### config.mk
export PLATFORM = sky130hd
export DESIGN_NAME = tone_generator
export DESIGN_NICKNAME = d
export VERILOG_FILES = /design/src/rtl/piano_pkg.sv /design/src/rtl/tone_halfcount.sv /design/src/rtl/tone_generator.sv
export SDC_FILE = /design/constraint.sdc
export NUM_CORES = 1
export LEC_CHECK = 0
export BUFFER_PORTS_ARGS = -buffer_cell sky130_fd_sc_hd__clkbuf_2
export CAP_MARGIN = 10
export CORE_MARGIN = 2
export CORE_UTILIZATION = 35
export DETAILED_ROUTE_END_ITERATION = 10
export SLEW_MARGIN = 20
export SYNTH_ARGS = -nofsm -noshare
export SYNTH_HDL_FRONTEND = slang
export SYNTH_SLANG_ARGS = --single-unit
### constraint.sdc
create_clock -name clk_5MHz -period 2.9 [get_ports clk_5MHz]
set_input_delay 0.58 -clock clk_5MHz [delete_from_list [all_inputs] [get_ports clk_5MHz]]
set_output_delay 0.58 -clock clk_5MHz [all_outputs]
set_load 0.005 [all_outputs]
### src/rtl/piano_pkg.sv
// Shared definitions for the piano tone path:
// default counter width and tone FSM encoding.
package piano_pkg;

   localparam int COUNT_W_DEF = 14;

   typedef enum logic [1:0] {
      SILENT = 2'd0,
      HIGH   = 2'd1,
      LOW    = 2'd2
   } tone_state_t;

endpackage

### src/rtl/tone_halfcount.sv
// Reloadable half-period down-counter.
// Holds at zero; flags zero and one for look-ahead.
module tone_halfcount #(
   parameter int W = 14
) (
   input  logic         clk,
   input  logic         i_rst,
   input  logic         i_load,
   input  logic [W-1:0] i_load_val,
   output logic         o_zero,
   output logic         o_one
);

   logic [W-1:0] r_count;

   always_ff @(posedge clk) begin
      if (i_rst) begin
         r_count <= '0;
      end else if (i_load) begin
         r_count <= i_load_val;
      end else if (r_count != '0) begin
         r_count <= r_count - 1'b1;
      end
   end

   assign o_zero = (r_count == '0);
   assign o_one  = (r_count == W'(1));

endmodule

### src/rtl/tone_generator.sv
// Square-wave tone generator: HIGH/LOW halves of
// active_period cycles each, retimed only at period ends.
module tone_generator
   import piano_pkg::*;
#(
   parameter int COUNT_W = COUNT_W_DEF
) (
   input  logic               clk_5MHz,
   input  logic               reset,
   input  logic [COUNT_W-1:0] countStart,
   input  logic               enable,
   output logic               speaker,
   output logic               tone_active,
   output logic               period_tick
);

   tone_state_t        r_state;
   logic [COUNT_W-1:0] r_active;
   logic               w_start;
   logic               w_zero;
   logic               w_one;
   logic               w_load;
   logic [COUNT_W-1:0] w_load_val;
   logic               w_tick_next;

   assign w_start = enable && (countStart != '0);

   always_comb begin
      w_load     = 1'b0;
      w_load_val = '0;
      unique case (r_state)
         SILENT: begin
            if (w_start) begin
               w_load     = 1'b1;
               w_load_val = countStart - 1'b1;
            end
         end
         HIGH: begin
            if (w_zero) begin
               w_load     = 1'b1;
               w_load_val = r_active - 1'b1;
            end
         end
         LOW: begin
            if (w_zero && w_start) begin
               w_load     = 1'b1;
               w_load_val = countStart - 1'b1;
            end
         end
         default: ;
      endcase
   end

   // Tick is registered, so predict the last LOW cycle one cycle early.
   assign w_tick_next =
      (r_state == HIGH && w_zero && r_active == COUNT_W'(1)) ||
      (r_state == LOW && w_one);

   tone_halfcount #(.W(COUNT_W)) u_halfcount (
      .clk        (clk_5MHz),
      .i_rst      (reset),
      .i_load     (w_load),
      .i_load_val (w_load_val),
      .o_zero     (w_zero),
      .o_one      (w_one)
   );

   always_ff @(posedge clk_5MHz) begin
      if (reset) begin
         r_state     <= SILENT;
         r_active    <= '0;
         speaker     <= 1'b0;
         tone_active <= 1'b0;
         period_tick <= 1'b0;
      end else begin
         period_tick <= w_tick_next;
         unique case (r_state)
            SILENT: begin
               if (w_start) begin
                  r_state     <= HIGH;
                  r_active    <= countStart;
                  speaker     <= 1'b1;
                  tone_active <= 1'b1;
               end
            end
            HIGH: begin
               if (w_zero) begin
                  r_state <= LOW;
                  speaker <= 1'b0;
               end
            end
            LOW: begin
               if (w_zero) begin
                  if (w_start) begin
                     r_state  <= HIGH;
                     r_active <= countStart;
                     speaker  <= 1'b1;
                  end else begin
                     r_state     <= SILENT;
                     r_active    <= '0;
                     speaker     <= 1'b0;
                     tone_active <= 1'b0;
                  end
               end
            end
            default: begin
               r_state     <= SILENT;
               speaker     <= 1'b0;
               tone_active <= 1'b0;
            end
         endcase
      end
   end

endmodule

==> flow_metrics.tcl <==
set metrics [dict create \
    grt_pass1_vias 2466 \
    die_x_um 91.0 \
    clock_latency_ns 0.30 \
    dr_wl_met2_um 3500 \
    ys_warn_count 0 \
    crit_path_end_kind "register" \
    cts_hold_buf 0 \
    reg2reg_slack_ns 0.31 \
    min_period_ns 2.59 \
    layout-drive-gt1-share_pct 16.8 \
    netlist_area_um2 2650 \
    start_kind "register" \
    fin_ws_ns 0.312 \
    instances_no_fill 450 \
    met1_length_um 3700 \
    leakage_nw 1.13 \
    hold_ws_ns 0.520 \
    cellPowerDensity_nw_per_um2 662 \
    coreArea_um2 7290 \
    synth_compound_area_share_pct 19.6 \
    grt_max_degree 30 \
    place_area_um2 2870 \
    syn_inst 332 \
    yosys_most_used_dff "dfxtp_1" \
    ir_worst_vdd_uv 222 \
    yosysTopAreaCell "dfxtp_1" \
    critPathArrivalTime_ns 2.83 \
    diodes 0 \
    final_max_slew_viol_count 0 \
    rsz0062_at_grt "false" \
    grt_usage_pct 19.0 \
    synth_top_family_by_area "simple AND/OR/NAND/NOR gates" \
    drt_iter0_markers 224 \
    setup_viol 0 \
    min_period_over_period_pct 89.2 \
    cts_buffers 5 \
    routed.top_layer "met4" \
    ant_nets 0 \
    status "finished, final reports clean" \
    wl_met3_um 303 \
    cts_num_sinks 33 \
    clkSlewWorstSetupHoldPaths_ns 0.09 \
    synth_top_area_share_pct 24.9 \
    startpoint "u_halfcount.r_count[1]" \
    gp_congestion 0.883 \
    synth_seq_cells 33 \
    ios 20 \
    viasPerCell 5.68 \
    cts_buffer_depth 2 \
    required_ns 3.14 \
    overflow 0 \
    synth_area_leaders "dfxtp_1, mux2i_1, xnor2_1" \
    h-tree-depth 2 \
    synth_simple_gate_area_share_pct 32.2 \
    synth_fa_ha_area_share_pct 2.83 \
    min-delay-start "r_active[12]" \
    port_buffers 19 \
    maxCapViolCount 0 \
    wl_um 7630 \
    yosysSeqAreaShare_pct 24.9 \
    place_ws_ns 0.135 \
    worstMarginPinSlew_ns 0.933 \
    place.detailed.hpwl_um 5910 \
    cts_resized 0 \
    rows 31 \
    hold_viol 0 \
    fmax_mhz 386 \
    synthMuxAreaShare_pct 6.61 \
    drc_errors 0 \
    final_area_um2 2980 \
    wl_per_cell_um 17.0 \
    firstDrtPassIters 4 \
    die-area_um2 8280 \
    syn_nets 355 \
    setup_tns_ns 0 \
    dp.cells 442 \
    cts_tree "built" \
    die_height_um 91.0 \
    slew_headroom_pct 37.8 \
    r2r_start "u_halfcount.r_count[1]" \
    synth_edf_count 0 \
    final_nets 373 \
    path_max_fanout 9 \
    min_path_type "register to register" \
    vias 2555 \
    synth_xor_area_share_pct 8.26 \
    ys_types 64 \
    post_cts_buffers 0 \
    fillerInstances 801 \
    critPathKind "register to register" \
    cts_root_buf "clkbuf_8" \
    start_util_pct 36.3 \
    avgSynthCellArea_um2 7.98 \
    finalClockSkew_ns 0.0133 \
    async_flop_share_pct 0 \
    antenna_found_initial 0 \
    grt_pass1_wl_um 12600 \
    area_growth_pct 12.6 \
]
-- power breakdown --
group	switching, mW	internal, mW	leakage, nW
combinational	0.490	0.395	0.806
clock	0.197	0.257	0.0543
sequential	0.106	0.530	0.272
total	0.792	1.18	1.13
-- per-stage QoR --
stage          power, mW  util, %
2_1_floorplan       1.28        -
5_1_grt             2.11     40.9
3_5_place_dp        1.53     39.3
4_1_cts             1.98     40.9
3_3_place_gp        1.52     39.3
6_report            1.97     40.9
-- cell families (layout without fill, tap and decap cells) --
kind of cell    count (synthesis)  count (layout)
flops                          33              33
simple gates                  144             144
mux                            17              17
xor+xnor                       25              25
buf+inv                        33              52
compound gates                 74              74
fa+ha+maj                       6               6
-- synthesized netlist by cell type, drive strengths merged (7+ instances only) --
master	number
nand2	23
o21ai	7
xor2	9
nor3	21
nand2b	12
clkbuf	13
nor2	25
inv	11
dfxtp	33
buf	9
a21oi	18
or4	8
nor4	10
mux2i	16
xnor2	16
nand4	9
-- cell usage in the layout (no fill, tap or decap), drive strengths merged, types with 2 or more instances in the layout --
master	netlist	final
a21oi	18	18
and3	3	3
o41ai	3	3
nor4b	5	5
nor3	21	21
o22ai	4	4
or2	3	3
o21a	5	5
xor2	9	9
a41oi	2	2
or4b	4	4
clkbuf	13	24
o21ai	7	7
o31a	3	3
a2bb2oi	3	3
mux2i	16	16
nand4	9	9
ha	6	6
and4	2	2
nand2	23	23
nor4	10	10
or4	8	8
nand3	4	4
a211oi	6	6
or3	5	5
nor3b	3	3
nor2	25	25
nand2b	12	12
dfxtp	33	33
inv	11	11
a31oi	3	3
o31ai	5	5
buf	9	14
a221oi	2	2
nor2b	4	4
xnor2	16	16
o21bai	2	2
-- critical path, cell delays in order (launching register included) --
cell and delay, ns:
dfxtp_1 0.35, inv_1 0.14, ha_1 0.25, nor3b_2 0.29, buf_4 0.17, nand4_1 0.28, a211o_1 0.55, o22ai_1 0.35
o21a_1 0.15
-- path summary, 6_finish.rpt --
| path | end | cells past startpoint |
|---|---|---|
| max reg2reg | u_halfcount.r_count[12] | 8 |
| max | u_halfcount.r_count[12] | 8 |
| min | r_active[12] | 2 |
| min reg2reg | r_active[12] | 2 |
-- sequential cells by signal, summed over array words and instances, names as in the netlist --
| signal | cells |
|---|---|
| period_tick | 1 |
| speaker | 1 |
| tone_active | 1 |
| r_active | 14 |
| r_state | 2 |
| u_halfcount.r_count | 14 |
-- metal layers --
metal  vias to the layer above  global-route usage, %
met5                         -                      0
met4                         0                   5.56
met3                        10                   3.07
met2                        62                   30.5
met1                      1210                   26.1
li1                       1273                      -
-- cell type report --
type	count	area (um^2)	area share (%)
Clock inverter	3	46.3	1.55
Timing Repair Buffer	33	200	6.71
Inverter	11	41.3	1.38
Multi-Input combinational cell	266	1840	61.8
Sequential cell	33	661	22.1
Clock buffer	5	68.8	2.31
Tap cell	99	124	4.15
Note: power is estimated with default switching activity, not from simulation.
